`src/rtl/product_display_pkg.sv`:
```
// Shared types and constants for the product display: converter states,
// active-low seven-segment patterns and digit helpers.
package product_display_pkg;

  typedef enum logic [1:0] {
    IDLE  = 2'd0,
    ADD3  = 2'd1,
    SHIFT = 2'd2,
    DONE  = 2'd3
  } conv_state_e;

  // Segment order is {g,f,e,d,c,b,a}; a 0 lights the segment.
  localparam logic [6:0] SEG_0     = 7'b1000000;
  localparam logic [6:0] SEG_1     = 7'b1111001;
  localparam logic [6:0] SEG_2     = 7'b0100100;
  localparam logic [6:0] SEG_3     = 7'b0110000;
  localparam logic [6:0] SEG_4     = 7'b0011001;
  localparam logic [6:0] SEG_5     = 7'b0010010;
  localparam logic [6:0] SEG_6     = 7'b0000010;
  localparam logic [6:0] SEG_7     = 7'b1111000;
  localparam logic [6:0] SEG_8     = 7'b0000000;
  localparam logic [6:0] SEG_9     = 7'b0010000;
  localparam logic [6:0] SEG_BLANK = 7'b1111111;
  localparam logic [3:0] AN_OFF    = 4'b1111;

  function automatic logic [6:0] seg_encode(input logic [3:0] digit);
    logic [6:0] pattern;
    case (digit)
      4'd0:    pattern = SEG_0;
      4'd1:    pattern = SEG_1;
      4'd2:    pattern = SEG_2;
      4'd3:    pattern = SEG_3;
      4'd4:    pattern = SEG_4;
      4'd5:    pattern = SEG_5;
      4'd6:    pattern = SEG_6;
      4'd7:    pattern = SEG_7;
      4'd8:    pattern = SEG_8;
      4'd9:    pattern = SEG_9;
      default: pattern = SEG_BLANK;
    endcase
    return pattern;
  endfunction

  function automatic logic [3:0] add3_nibble(input logic [3:0] nibble);
    logic [3:0] result;
    if (nibble >= 4'd5) begin
      result = nibble + 4'd3;
    end else begin
      result = nibble;
    end
    return result;
  endfunction

endpackage

```
`src/rtl/product_display_if.sv`:
```
// Bus between the multiplier-side driver and the display stage:
// conversion handshake, BCD result and the seven-segment pins.
interface product_display_if;
  logic        start;
  logic [7:0]  product;
  logic        busy;
  logic        done;
  logic [11:0] bcd;
  logic [3:0]  an;
  logic [6:0]  seg;
  logic        dp;

  modport master (output start, product, input busy, done, bcd, an, seg, dp);
  modport slave  (input start, product, output busy, done, bcd, an, seg, dp);
endinterface

```
`src/rtl/product_display_bin2bcd.sv`:
```
// Iterative double-dabble converter: 8-bit binary to three BCD digits,
// eight ADD3/SHIFT rounds per conversion.
module bin2bcd
  import product_display_pkg::*;
(
  input  logic        clk,
  input  logic        rst,
  input  logic        start,
  input  logic [7:0]  product,
  output logic        busy,
  output logic        done,
  output logic [11:0] bcd
);

  conv_state_e state_q, state_d;
  logic [19:0] sr_q, sr_d;
  logic [2:0]  iter_q, iter_d;
  logic [11:0] bcd_q, bcd_d;
  logic        busy_q, done_q;

  // Next-state logic; sr holds {scratch BCD, remaining binary}.
  always_comb begin
    state_d = state_q;
    sr_d    = sr_q;
    iter_d  = iter_q;
    bcd_d   = bcd_q;
    case (state_q)
      IDLE: begin
        if (start) begin
          sr_d    = {12'd0, product};
          iter_d  = 3'd0;
          state_d = ADD3;
        end else begin
          state_d = IDLE;
        end
      end
      ADD3: begin
        sr_d    = {add3_nibble(sr_q[19:16]), add3_nibble(sr_q[15:12]),
                   add3_nibble(sr_q[11:8]), sr_q[7:0]};
        state_d = SHIFT;
      end
      SHIFT: begin
        sr_d   = {sr_q[18:0], 1'b0};
        iter_d = iter_q + 3'd1;
        if (iter_q == 3'd7) begin
          bcd_d   = sr_q[18:7];
          state_d = DONE;
        end else begin
          state_d = ADD3;
        end
      end
      DONE:    state_d = IDLE;
      default: state_d = IDLE;
    endcase
  end

  // State and registered status outputs.
  always_ff @(posedge clk or posedge rst) begin
    if (rst) begin
      state_q <= IDLE;
      sr_q    <= 20'd0;
      iter_q  <= 3'd0;
      bcd_q   <= 12'd0;
      busy_q  <= 1'b0;
      done_q  <= 1'b0;
    end else begin
      state_q <= state_d;
      sr_q    <= sr_d;
      iter_q  <= iter_d;
      bcd_q   <= bcd_d;
      busy_q  <= (state_d != IDLE);
      done_q  <= (state_d == DONE);
    end
  end

  assign busy = busy_q;
  assign done = done_q;
  assign bcd  = bcd_q;

endmodule

```
`src/rtl/product_display.sv`:
```
// Product display top: BCD converter plus a three-slot multiplexed
// seven-segment scan with leading-zero blanking.
module product_display
  import product_display_pkg::*;
#(
  parameter int REFRESH_DIV = 100000
) (
  input  logic              clk,
  input  logic              rst,
  product_display_if.slave  bus
);

  localparam int CNT_W = (REFRESH_DIV > 1) ? $clog2(REFRESH_DIV) : 1;
  localparam logic [CNT_W-1:0] CNT_LAST = CNT_W'(REFRESH_DIV - 1);

  logic        conv_busy, conv_done;
  logic [11:0] conv_bcd;
  logic [CNT_W-1:0] cnt_q, cnt_d;
  logic [1:0]  slot_q, slot_d;
  logic [3:0]  an_q, an_d;
  logic [6:0]  seg_q, seg_d;
  logic [3:0]  digit;
  logic        blank;

  bin2bcd u_bin2bcd (
    .clk     (clk),
    .rst     (rst),
    .start   (bus.start),
    .product (bus.product),
    .busy    (conv_busy),
    .done    (conv_done),
    .bcd     (conv_bcd)
  );

  // Refresh counter and slot rotation 0 -> 1 -> 2 -> 0.
  always_comb begin
    cnt_d  = cnt_q + CNT_W'(1);
    slot_d = slot_q;
    if (cnt_q == CNT_LAST) begin
      cnt_d = '0;
      if (slot_q == 2'd2) begin
        slot_d = 2'd0;
      end else begin
        slot_d = slot_q + 2'd1;
      end
    end else begin
      slot_d = slot_q;
    end
  end

  // Digit select with leading-zero blanking, then segment decode.
  always_comb begin
    digit = 4'd0;
    blank = 1'b1;
    case (slot_q)
      2'd0: begin
        digit = conv_bcd[3:0];
        blank = 1'b0;
      end
      2'd1: begin
        digit = conv_bcd[7:4];
        blank = (conv_bcd[11:8] == 4'd0) && (conv_bcd[7:4] == 4'd0);
      end
      2'd2: begin
        digit = conv_bcd[11:8];
        blank = (conv_bcd[11:8] == 4'd0);
      end
      default: begin
        digit = 4'd0;
        blank = 1'b1;
      end
    endcase
    if (blank) begin
      an_d  = AN_OFF;
      seg_d = SEG_BLANK;
    end else begin
      an_d  = ~(4'b0001 << slot_q);
      seg_d = seg_encode(digit);
    end
  end

  // Scan state and registered display pins.
  always_ff @(posedge clk or posedge rst) begin
    if (rst) begin
      cnt_q  <= '0;
      slot_q <= 2'd0;
      an_q   <= AN_OFF;
      seg_q  <= SEG_BLANK;
    end else begin
      cnt_q  <= cnt_d;
      slot_q <= slot_d;
      an_q   <= an_d;
      seg_q  <= seg_d;
    end
  end

  assign bus.busy = conv_busy;
  assign bus.done = conv_done;
  assign bus.bcd  = conv_bcd;
  assign bus.an   = an_q;
  assign bus.seg  = seg_q;
  assign bus.dp   = 1'b1;

endmodule
```
`src/flat_wrapper.sv`:
```
// flat-port wrapper written by rule: the top's interface ports become plain ports
module product_display_flat import product_display_pkg::*;
#(
  parameter int REFRESH_DIV = 100000
)
  (clk, rst, bus_start, bus_product, bus_busy, bus_done, bus_bcd, bus_an, bus_seg, bus_dp);
  product_display_if bus_i ();
  input  logic clk;
  input  logic rst;
  input wire logic [$bits(bus_i.start)-1:0] bus_start;
  input wire logic [$bits(bus_i.product)-1:0] bus_product;
  output wire logic [$bits(bus_i.busy)-1:0] bus_busy;
  output wire logic [$bits(bus_i.done)-1:0] bus_done;
  output wire logic [$bits(bus_i.bcd)-1:0] bus_bcd;
  output wire logic [$bits(bus_i.an)-1:0] bus_an;
  output wire logic [$bits(bus_i.seg)-1:0] bus_seg;
  output wire logic [$bits(bus_i.dp)-1:0] bus_dp;
  assign bus_i.start = bus_start;
  assign bus_i.product = bus_product;
  assign bus_busy = bus_i.busy;
  assign bus_done = bus_i.done;
  assign bus_bcd = bus_i.bcd;
  assign bus_an = bus_i.an;
  assign bus_seg = bus_i.seg;
  assign bus_dp = bus_i.dp;
  product_display #(.REFRESH_DIV(REFRESH_DIV)) u_core (.clk(clk), .rst(rst), .bus(bus_i));
endmodule
```
`config.mk`:
```
export PLATFORM = sky130hd
export DESIGN_NAME = product_display_flat
export DESIGN_NICKNAME = d
export VERILOG_FILES = /design/src/rtl/product_display_pkg.sv /design/src/rtl/product_display_if.sv /design/src/rtl/product_display_bin2bcd.sv /design/src/rtl/product_display.sv /design/src/flat_wrapper.sv
export SDC_FILE = /design/constraint.sdc
export NUM_CORES = 1
export LEC_CHECK = 0
export ABC_CLOCK_PERIOD_IN_PS = 2150
export CORE_ASPECT_RATIO = 1.25
export CORE_MARGIN = 4
export CORE_UTILIZATION = 45
export DETAILED_ROUTE_END_ITERATION = 6
export MAX_ROUTING_LAYER = met4
export PLACE_DENSITY = 0.72
export SLEW_MARGIN = 25
export SYNTH_ARGS = -nofsm -noshare
export SYNTH_HDL_FRONTEND = slang
export SYNTH_SLANG_ARGS = --single-unit
```
`constraint.sdc`:
```
create_clock -name clk -period 2.15 [get_ports clk]
set_input_delay 0.215 -clock clk [delete_from_list [all_inputs] [get_ports clk]]
set_output_delay 0.215 -clock clk [all_outputs]
set_load 0.01 [all_outputs]
```
Yosys cells after proc, flatten, opt, wreduce, memory -nomap -nowiden
Memories as Yosys holds them, arrays and structs flattened.
Index checks and enable logic that the tools add are counted.
- register bits after elaboration: 69
- ROM bits: 112
- input bits: 11
- logic and storage cells: 68
- memories: 1
- memory list (name ; words ; bits a word ; rd ports ; clocked after Yosys merged registers in ; write ports ; RTL line ; text):
    (no name shown) ; 16 ; 7 ; 1 ; 0 ; 0 ; product_display_pkg.sv:28 ; case (digit)
- add/sub/neg operators: 6
- magnitude comparators: 3
- eq/ne operators: 12
- shift-type cells: 1
- multiplexer cells: 16
- bitwise logic cells: 2
- reductions and logical operators: 14
- operators with widths (kind ; number):
    $pmux W20 S3 ; 1
    $mux W20 ; 1
    $add A17 B1 Y17 const B ; 1
    $eq A17 B17 Y1 const B ; 1
    $mux W17 ; 1
    $mux W4 ; 4
    $add A4 B2 Y4 const B ; 3
    $ge A4 B3 Y1 const B ; 3
    $pmux W4 S3 ; 1
    $reduce_and A3 Y1 ; 4
    $eq A2 B2 Y1 const B ; 4
    $logic_not A4 Y1 ; 2
    $ne A2 B2 Y1 const B ; 4
    $pmux W2 S4 ; 1
    $mux W7 ; 1
    $pmux W3 S2 ; 1
    $eq A2 B1 Y1 const B ; 2
    $logic_not A2 Y1 ; 2
    $mux W2 ; 2
    $not A4 Y4 ; 1
    $reduce_and A2 Y1 ; 2
    $reduce_bool A2 Y1 ; 2
    $shl A1 B2 Y4 const A ; 1
    $add A3 B1 Y3 const B ; 1
    8 further kinds ; 8

Logic depth before layout (Yosys ltp)
Gate-level depths: netlist of run 1.
- word-level depth: 4
- gate-level depth with buffers: 8
- depth with buffers taken out: 7

Hierarchy
From an unflattened synthesis of run 1, not the netlist that was laid out.
- cell total of the unflattened synthesis: 344
- area total of the unflattened synthesis: 3553.4 um2
- modules (own cells, without submodules) (module ; times used ; cells an instance ; area each (um2)):
    bin2bcd ; 1 ; 202 ; 1989.4
    product_display ; 1 ; 142 ; 1564.0

Least setup slack after synthesis of run 1
OpenSTA, ideal clock, no wires.
- path kind: register -> register
- start: register u_core.u_bin2bcd.state_q[1]
- end: register u_core.u_bin2bcd.sr_q[15]
- library setup time: 0.122 ns
- arrival time: 1.573 ns
- setup slack: 0.455 ns
- cell stages (with the launch flop): 6
- clock period less this slack: 1.695 ns
- cells stage by stage: dfrtp_1 -> inv_1 -> ha_1 -> o31ai_2 -> nor2_1 -> a32o_1
- cells in the longest elaborated chain, start to end: 3
- elaborated cells on any way between the ends: 8
- RTL lines (item ; RTL line ; text):
    start: declaration ; product_display_bin2bcd.sv:15 ; conv_state_e state_q, state_d;
    start signal: assignment ; product_display_bin2bcd.sv:67 ; state_q <= state_d;
    $eq A2 B1 Y1, or another cell as far along ; product_display_bin2bcd.sv:27 ; case (state_q)
    $ne A2 B2 Y1 (no line) or $reduce_bool A3 Y1 (tied branches) ; - ;
    $reduce_and A3 Y1 (no line) ; - ;
    end signal: assignment ; product_display_bin2bcd.sv:68 ; sr_q <= sr_d;
    end: declaration ; product_display_bin2bcd.sv:16 ; logic [19:0] sr_q, sr_d;
Parallel ways exist; a longest one is shown, timed or not.
A chain may end at the register's enable or synchronous reset.

Final worst setup path of run 1
- start: register u_core.u_bin2bcd.state_q[0]
- end: register u_core.u_bin2bcd.sr_q[7]
- cells in the longest elaborated chain, start to end: 3
- elaborated cells on any way between the ends: 8
- RTL lines (item ; RTL line):
    $eq A2 B2 Y1, or another cell as far along ; product_display_bin2bcd.sv:27
    $reduce_bool A2 Y1 (no line), or another cell as far along ; -
    $reduce_and A3 Y1 (no line) ; -
Parallel ways exist; a longest one is shown, timed or not.

==> results of run 1 <==
## power by group through the flow
stage               Combinational, mW  Clock, mW  Sequential, mW
floorplan                       0.973          0            1.60
global placement                 1.25          0            1.62
detailed placement               1.30          0            1.63
finish                           1.29      0.887            1.61
global route                     1.46      0.976            1.63
CTS                              1.30      0.912            1.60
## area by class of cell
class,count,area [sq um],area share
well taps,92,115,0.0278
multi-input cells,237,1620,0.393
clock buffers,11,131,0.0318
inverters,15,56.3,0.0136
flip-flops and latches,69,1740,0.421
repair buffers,47,440,0.107
clock inverters,5,27.5,0.00666
## synthesized netlist by cell type, drive strengths merged, types with 8 or more instances
cell type / n / area, sq um
dfstp: 11 / 289
dfrtp: 58 / 1450
nor2b: 11 / 68.8
mux2: 8 / 90.1
a21oi: 20 / 100
nor2: 26 / 105
nand2: 26 / 97.6
o21ai: 22 / 110
ha: 17 / 213
inv: 15 / 56.3
nand2b: 9 / 56.3
buf: 9 / 57.6
xnor2: 12 / 105
mux2i: 15 / 150
## cell families (layout without fill, tap and decap cells)
family / count (synthesis) / count (layout) / share of synthesized area
simple gates: 106 / 106 / 0.155
compound gates: 73 / 73 / 0.138
flops: 69 / 69 / 0.499
buf+inv: 28 / 78 / 0.0369
mux: 23 / 23 / 0.0688
fa+ha+maj: 17 / 17 / 0.0610
xor+xnor: 16 / 16 / 0.0402
other cells: 1 / 2 / 0.00107
## routing by layer
metal  up-vias  wire (um)
li1       1263          -
met1      1255       2780
met2        61       3480
met3        19        262
met4         0        173
met5         -          0
## final timing paths
kind,startpoint,cells after the start,endpoint,slack (ns)
setup / recovery,u_core.u_bin2bcd.state_q[0],6,u_core.u_bin2bcd.sr_q[7],0.19
setup reg to reg,u_core.u_bin2bcd.state_q[0],6,u_core.u_bin2bcd.sr_q[7],0.19
hold reg to reg,u_core.cnt_q[0],1,u_core.cnt_q[0],0.49
min in group clk,bus_product[0],3,u_core.u_bin2bcd.sr_q[0],0.42
max in group asynchronous,rst,3,u_core.bus.an[3],1.51
hold / removal,rst,3,u_core.cnt_q[1],0.29
## critical path: stages, from the launching register on
cell and delay [ns]:
dfrtp_1 0.36, inv_1 0.08, ha_1 0.22, buf_4 0.18, mux2i_1 0.17, or2_0 0.59
o21ai_0 0.20
## flip-flops by register name, indices dropped and copies added, names as in the netlist
name	cells
u_core.slot_q	2
u_core.u_bin2bcd.bcd	12
u_core.u_bin2bcd.sr_q	20
u_core.cnt_q	17
u_core.bus.seg	7
u_core.u_bin2bcd.state_q	2
u_core.u_bin2bcd.busy	1
u_core.bus.an	4
u_core.u_bin2bcd.iter_q	3
u_core.u_bin2bcd.done	1
## cell usage in the layout (no fill, tap or decap), types with 3 or more instances in the layout
cell and count:
and3_1 4, a21oi_1 20, ha_1 17, a32o_1 5, a22o_1 5, nand3_1 6, inv_1 14, o31a_1 3
dfstp_2 11, xnor2_1 12, nand2_1 26, mux2_2 8, dfrtp_1 58, buf_4 12, nor3_1 7, clkinv_2 4
o21ai_0 17, and2_1 3, xor2_1 4, o21ai_1 5, clkbuf_8 9, nor2b_1 11, clkdlybuf4s50_1 35, a31oi_1 3
nand2b_1 9, a31o_2 4, nand4_1 4, nor2_1 25, mux2i_1 15
==> impl_metrics.env, run 1 <==
export IMPL_dp_hpwl_um=4890
export IMPL_p_int_mw=2.41
export IMPL_cts_setup_buffers=0
export IMPL_grt_pass1_wl_um=11700
export IMPL_p_total_mw=3.78
export IMPL_synth_warnings=0
export IMPL_vias=2598
export IMPL_core_area_sq_mm=0.00744
export IMPL_avgSynthCellArea_sq_um=10.5
export IMPL_cts_buffers=9
export IMPL_drv_cap=0
export IMPL_synthArstFlopShare=1.00
export IMPL_synth_seq_cells=69
export IMPL_detail_route_vias_per_cell=5.46
export IMPL_area_delta_synth_final_pct=18.5
export IMPL_hold_viol=0
export IMPL_synth_edf_count=0
export IMPL_grt_pass1_vias=2523
export IMPL_critPathMaxFanout=16
export IMPL_layoutNonFillerInstCount=476
export IMPL_arrival_ns=2.15
export IMPL_swShare=0.363
export IMPL_ys_flop_type="dfrtp_1"
export IMPL_cp_required_ns=2.34
export IMPL_setup_violations=0
export IMPL_layout_setup_ws_ns=0.192
export IMPL_cts_hold_buffers=0
export IMPL_grtUsageMet3=0.0264
export IMPL_rsz0062_at_grt="no"
export IMPL_cts_tree="done"
export IMPL_ctsResizeCount=0
export IMPL_cts_root_buf="clkbuf_8"
export IMPL_power_share_clock=0.234
export IMPL_grt_usage=0.164
export IMPL_worst_pin_slew_ns=0.715
export IMPL_clk_pin_slew_ns=0.07
export IMPL_fmax_ghz=0.511
export IMPL_routed_wl_um=6690
export IMPL_rows=35
export IMPL_finalCriticalPeriod_ns=1.96
export IMPL_die_x_um=86.8
export IMPL_start_util=0.469
export IMPL_start_kind="flop"
export IMPL_yosysUniqueCellTypes=48
export IMPL_netlist_area_sq_mm=0.00349
export IMPL_clockBufferDepth=2
export IMPL_design_area_sq_mm=0.00414
export IMPL_drt_pass1_iterations=4
export IMPL_power_switching_mw=1.37
export IMPL_gr_total_overflow=0
export IMPL_route_detailed_wl_per_inst_um=14.1
export IMPL_crit_type="reg -> reg"
export IMPL_drt_iter0_drc=100
export IMPL_worst_slew_margin_rel=0.523
export IMPL_p_comb_frac=0.341
export IMPL_cts_sinks=69
export IMPL_seq_area_frac_synth=0.499
export IMPL_powerDensity_mw_per_mm2=915
export IMPL_post_route_period_util=0.911
export IMPL_drc_errors=0
export IMPL_worst_setup_path_end_kind="flop"
export IMPL_numPortBuffers=35
export IMPL_grt_max_degree=36
export IMPL_htreeDepth=3
export IMPL_grt_util_met2=0.285
export IMPL_clkLatencyLatePin_ns=0.35
export IMPL_die_area_sq_mm=0.00924
export IMPL_placed_cells=460
export IMPL_utilization=0.555
export IMPL_top_usage_layer="met2"
export IMPL_synthCells=333
export IMPL_min_path_type="in -> async"
export IMPL_antenna_found_initial=0
export IMPL_gr_usage_met1=0.179
export IMPL_outcome="finished, final reports clean"
export IMPL_leakage_nw=1.84
export IMPL_skew_ns=0.00831
export IMPL_seq_power_share=0.424
export IMPL_place_ws_ns=0.193
export IMPL_gp_congestion=0.812
export IMPL_pin_count=37
export IMPL_tns_ns=0
export IMPL_drive_gt1_frac=0.143
export IMPL_die_y_um=106
export IMPL_ant_nets=0
export IMPL_num_antenna_cells=0
export IMPL_drv_slew=0
export IMPL_placed_area_sq_mm=0.00398
export IMPL_hold_ws_ns=0.286
export IMPL_nets=407
export IMPL_max_vdd_ir_drop_v=0.000699
export IMPL_n_fill_cell=683
No activity file was read; power rests on OpenSTA's default activity.
==> run 2: changes to the inputs <==
DONT_BUFFER_PORTS = 1   (was default)
PLACE_DENSITY = 0.66   (was 0.72)
==> run 2 against run 1 <==
Compared with the run above: via count is 7.0% lower; sequential power hardly changed; global-route usage is 0.35 points lower; cell count is 6.9% lower; setup slack better by 0.13 ns; highest routed layer unchanged; clock skew is 0.00095 ns higher; non-clock buffer count is 33 lower; clock power is 31% higher; flip-flop and latch count stayed put.
==> impl_metrics.env, run 2 (synthesis results as in run 1) <==
export IMPL_p_int_mw=2.63
export IMPL_start_util=0.469
export IMPL_grt_usage=0.160
export IMPL_drv_cap=0
export IMPL_leakage_nw=1.75
export IMPL_p_comb_frac=0.309
export IMPL_top_register="u_core.u_bin2bcd.sr_q"
export IMPL_powerDensity_mw_per_mm2=1040
export IMPL_crit_type="reg -> reg"
export IMPL_swShare=0.346
export IMPL_num_antenna_cells=0
export IMPL_worst_pin_slew_ns=0.570
export IMPL_nets=374
export IMPL_detail_route_vias_per_cell=5.45
export IMPL_cpMostUsedCell="nor2b_1"
export IMPL_cts_root_buf="clkbuf_8"
export IMPL_drt_iter0_drc=41
export IMPL_area_delta_synth_final_pct=11.0
export IMPL_placed_cells=425
export IMPL_grt_util_met2=0.268
export IMPL_skew_ns=0.00926
export IMPL_post_route_period_util=0.849
export IMPL_path_cells="nor2b_1, o2bb2ai_1, inv_1, ha_1, nor2b_1, o21ai_0"
export IMPL_clk_pin_slew_ns=0.07
export IMPL_grt_max_degree=70
export IMPL_fmax_ghz=0.548
export IMPL_power_switching_mw=1.39
export IMPL_rsz0062_at_grt="no"
export IMPL_worstSetupStartpoint="u_core.slot_q[1]"
export IMPL_setup_violations=0
export IMPL_hp_start="bus_product[4]"
export IMPL_numPortBuffers=0
export IMPL_critPathMaxFanout=6
export IMPL_rows=35
export IMPL_crit_slowest_cell="dfrtp_1"
export IMPL_clockBufferDepth=2
export IMPL_route_detailed_wl_per_inst_um=14.9
export IMPL_cts_sinks=69
export IMPL_critPathMaxStageDelay_ns=0.46
export IMPL_tns_ns=0
export IMPL_p_total_mw=4.02
export IMPL_placed_area_sq_mm=0.00364
export IMPL_grtUsageMet3=0.0488
export IMPL_drive_gt1_frac=0.160
export IMPL_layoutNonFillerInstCount=443
export IMPL_vias=2415
export IMPL_start_kind="flop"
export IMPL_hold_viol=0
export IMPL_largest_reg_flops=20
export IMPL_gr_total_overflow=0
export IMPL_max_vdd_ir_drop_v=0.000667
export IMPL_gp_congestion=0.793
export IMPL_grt_pass1_vias=2416
export IMPL_pin_count=37
export IMPL_power_share_clock=0.289
export IMPL_outcome="finished, final reports clean"
export IMPL_finalCriticalPeriod_ns=1.83
export IMPL_clkLatencyLatePin_ns=0.35
export IMPL_drt_pass1_iterations=4
export IMPL_die_x_um=86.8
export IMPL_drv_slew=0
export IMPL_min_path_type="in -> reg"
export IMPL_gr_usage_met1=0.184
export IMPL_r2r_start="u_core.slot_q[1]"
export IMPL_ant_nets=0
export IMPL_cp_required_ns=2.41
export IMPL_antenna_found_initial=0
export IMPL_cts_tree="done"
export IMPL_htreeDepth=3
export IMPL_ctsResizeCount=0
export IMPL_dp_hpwl_um=4840
export IMPL_worst_setup_path_end_kind="flop"
export IMPL_cts_setup_buffers=0
export IMPL_top_usage_layer="met2"
export IMPL_utilization=0.520
export IMPL_arrival_ns=2.09
export IMPL_routed_wl_um=6620
export IMPL_final_common_cell="dfrtp_1"
export IMPL_core_area_sq_mm=0.00744
export IMPL_cts_buffers=9
export IMPL_place_ws_ns=0.334
export IMPL_cts_hold_buffers=2
export IMPL_layout_common_cells="dfrtp_1, nand2_1, nor2_1"
export IMPL_die_y_um=106
export IMPL_design_area_sq_mm=0.00387
export IMPL_grt_pass1_wl_um=11400
export IMPL_seq_power_share=0.402
export IMPL_drc_errors=0
export IMPL_worst_slew_margin_rel=0.617
export IMPL_die_area_sq_mm=0.00924
export IMPL_hold_ws_ns=0.164
export IMPL_layout_setup_ws_ns=0.324
## run 2: cell count changes in the layout (fill, tap and decap cells not counted)
| cell | before | now |
|---|---|---|
| buf_12 | 0 | 1 |
| buf_4 | 12 | 11 |
| bufinv_16 | 0 | 2 |
| clkbuf_1 | 2 | 1 |
| clkdlybuf4s50_1 | 35 | 0 |
| clkinv_2 | 4 | 2 |
| clkinv_4 | 0 | 2 |
| clkinvlp_4 | 1 | 0 |
| dlygate4sd3_1 | 0 | 2 |
## run 2: path summary, 6_finish.rpt
kind	endpoint	slack, ns	depth (start not counted)
worst max-delay path	u_core.bus.seg[1]	0.32	6
worst min-delay path	u_core.u_bin2bcd.sr_q[4]	0.16	3
worst max register to register	u_core.bus.seg[1]	0.32	6
worst min register to register	u_core.u_bin2bcd.sr_q[3]	0.49	2
max in group asynchronous	u_core.bus.seg[2]	1.42	3
min in group asynchronous	u_core.cnt_q[0]	0.38	3
## run 2: routing by layer
layer,up-vias,part of all wire
li1,1188,-
met4,0,0.011
met3,7,0.045
met5,-,0
met1,1184,0.42
met2,36,0.52
## run 2: area by class of cell
type	count	area [sq um]
flip-flops and latches	69	1740
fillers	691	3570
clock buffers	10	128
inverters	15	56.3
repair buffers	14	123
clock inverters	6	87.6
multi-input cells	237	1620
well taps	92	115
## run 2: critical path: cells and delay by family (launching register included)
kind | cells | cell delay (ns)
flops | 1 | 0.46
simple gates | 2 | 0.42
compound gates | 2 | 0.41
buf+inv | 1 | 0.14
fa+ha+maj | 1 | 0.31
## run 2: power by group through the flow
stage	sequential, mW	clock (mW)	combinational, mW
after global routing	1.64	1.23	1.44
final	1.62	1.16	1.24
after global placement	1.64	0	1.23
after CTS	1.62	1.19	1.27
after floorplan	1.60	0	0.973
after detailed placement	1.64	0	1.26
==> run 3: changes to the inputs <==
ABC_CLOCK_PERIOD_IN_PS = 1900   (was 2150)
clock period = 1.9 ns   (was 2.15 ns; I/O delays follow)
==> run 3 against run 2 <==
Compared with the run above: highest routed layer unchanged; sequential share of layout area down 1.9 points; critical endpoint is now u_core.u_bin2bcd.sr_q[10]; power up 27%; fmax up 2.4%; global-route usage up 0.92 points; first-iteration DRC count rose to 2.7 times the previous value; clock skew down 0.0035 ns; largest cell class unchanged; setup slack worse by 0.21 ns.
==> impl_metrics.env, run 3 (synthesis results as in run 1) <==
export IMPL_outcome="finished, final reports clean"
export IMPL_start_util=0.469
export IMPL_placed_cells=436
export IMPL_die_area_sq_mm=0.00924
export IMPL_htreeDepth=3
export IMPL_powerDensity_mw_per_mm2=1260
export IMPL_layoutNonFillerInstCount=454
export IMPL_arrival_ns=2.02
export IMPL_post_route_period_util=0.939
export IMPL_gr_total_overflow=0
export IMPL_grt_pass1_vias=2512
export IMPL_drv_cap=0
export IMPL_cts_setup_buffers=0
export IMPL_drv_slew=0
export IMPL_dp_hpwl_um=4980
export IMPL_area_delta_synth_final_pct=16.0
export IMPL_final_common_cell="dfrtp_1"
export IMPL_place_ws_ns=-0.00869
export IMPL_min_path_type="in -> reg"
export IMPL_largest_reg_flops=20
export IMPL_vias=2473
export IMPL_detail_route_vias_per_cell=5.45
export IMPL_core_area_sq_mm=0.00744
export IMPL_drt_iter0_drc=112
export IMPL_top_register="u_core.u_bin2bcd.sr_q"
export IMPL_grt_usage=0.169
export IMPL_crit_type="reg -> reg"
export IMPL_hold_viol=0
export IMPL_skew_ns=0.00576
export IMPL_fmax_ghz=0.561
export IMPL_antenna_found_initial=0
export IMPL_die_x_um=86.8
export IMPL_numPortBuffers=0
export IMPL_rsz0062_at_grt="no"
export IMPL_clkLatencyLatePin_ns=0.35
export IMPL_grt_max_degree=42
export IMPL_rows=35
export IMPL_clockBufferDepth=2
export IMPL_routed_wl_um=6940
export IMPL_cts_root_buf="clkbuf_8"
export IMPL_design_area_sq_mm=0.00405
export IMPL_die_y_um=106
export IMPL_start_kind="flop"
export IMPL_setup_violations=0
export IMPL_pin_count=37
export IMPL_gp_congestion=0.760
export IMPL_clk_pin_slew_ns=0.07
export IMPL_worst_setup_path_end_kind="flop"
export IMPL_num_antenna_cells=0
export IMPL_layout_setup_ws_ns=0.116
export IMPL_drive_gt1_frac=0.196
export IMPL_route_detailed_wl_per_inst_um=15.3
export IMPL_max_vdd_ir_drop_v=0.000811
export IMPL_finalCriticalPeriod_ns=1.78
export IMPL_cts_buffers=9
export IMPL_critPathMaxFanout=7
export IMPL_cts_tree="done"
export IMPL_drc_errors=0
export IMPL_layout_common_cells="dfrtp_1, nand2_1, nor2_1"
export IMPL_ant_nets=0
export IMPL_cp_required_ns=2.14
export IMPL_cts_sinks=69
export IMPL_leakage_nw=1.83
export IMPL_nets=385
export IMPL_hold_ws_ns=0.134
export IMPL_p_total_mw=5.10
export IMPL_grt_pass1_wl_um=11900
export IMPL_placed_area_sq_mm=0.00372
export IMPL_drt_pass1_iterations=4
[run 3: metal layers]
layer,track usage,wire [um],part of all wire,vias to the layer above
li1,-,-,-,1212
met1,0.190,2920,0.42,1197
met2,0.276,3540,0.51,50
met3,0.0543,306,0.044,14
met4,0.0724,177,0.026,0
met5,-,0,0,-
[run 3: path summary, 6_finish.rpt]
kind | end | cells past startpoint | startpoint | slack, ns
max | u_core.u_bin2bcd.sr_q[10] | 7 | u_core.u_bin2bcd.state_q[0] | 0.12
min | u_core.u_bin2bcd.sr_q[6] | 3 | bus_product[6] | 0.13
max reg2reg | u_core.u_bin2bcd.sr_q[10] | 7 | u_core.u_bin2bcd.state_q[0] | 0.12
min reg2reg | u_core.cnt_q[0] | 1 | u_core.cnt_q[0] | 0.48
max in group asynchronous | u_core.bus.an[0] | 3 | rst | 1.03
min in group asynchronous | u_core.cnt_q[3] | 2 | rst | 0.30
[run 3: per-stage QoR]
| step | TNS [ns] | util |
|---|---|---|
| floorplan | 0 | - |
| global placement | 0 | 0.500 |
| detailed placement | -0.00869 | 0.500 |
| CTS | 0 | 0.542 |
| global route | 0 | 0.544 |
| finish | 0 | 0.544 |
[run 3: final cells by class]
| class | instances | area [sq um] |
|---|---|---|
| clock buffers | 10 | 128 |
| clock inverters | 6 | 159 |
| fillers | 651 | 3400 |
| inverters | 15 | 60.1 |
| multi-input cells | 237 | 1640 |
| flip-flops and latches | 69 | 1740 |
| well taps | 92 | 115 |
| repair buffers | 25 | 205 |
[run 3: critical path, stage by stage (launching register included)]
cell and delay, ns:
dfrtp_1 0.36, inv_1 0.08, ha_2 0.22, nand2b_1 0.20
o31ai_4 0.16, buf_4 0.17, o31a_1 0.29, a31o_2 0.21
[run 3: what timing repair did]
item,in CTS,in global routing
endpoints found under the setup margin,2,19
gates resized for setup,1,5
hold endpoints to repair,14,0
pin swaps,0,0
hold buffers,2,0
[run 3: power by group]
part	internal, mW	switching (mW)	leakage, nW
logic	0.657	0.905	0.803
registers	1.66	0.164	0.891
clock network	1.14	0.566	0.141
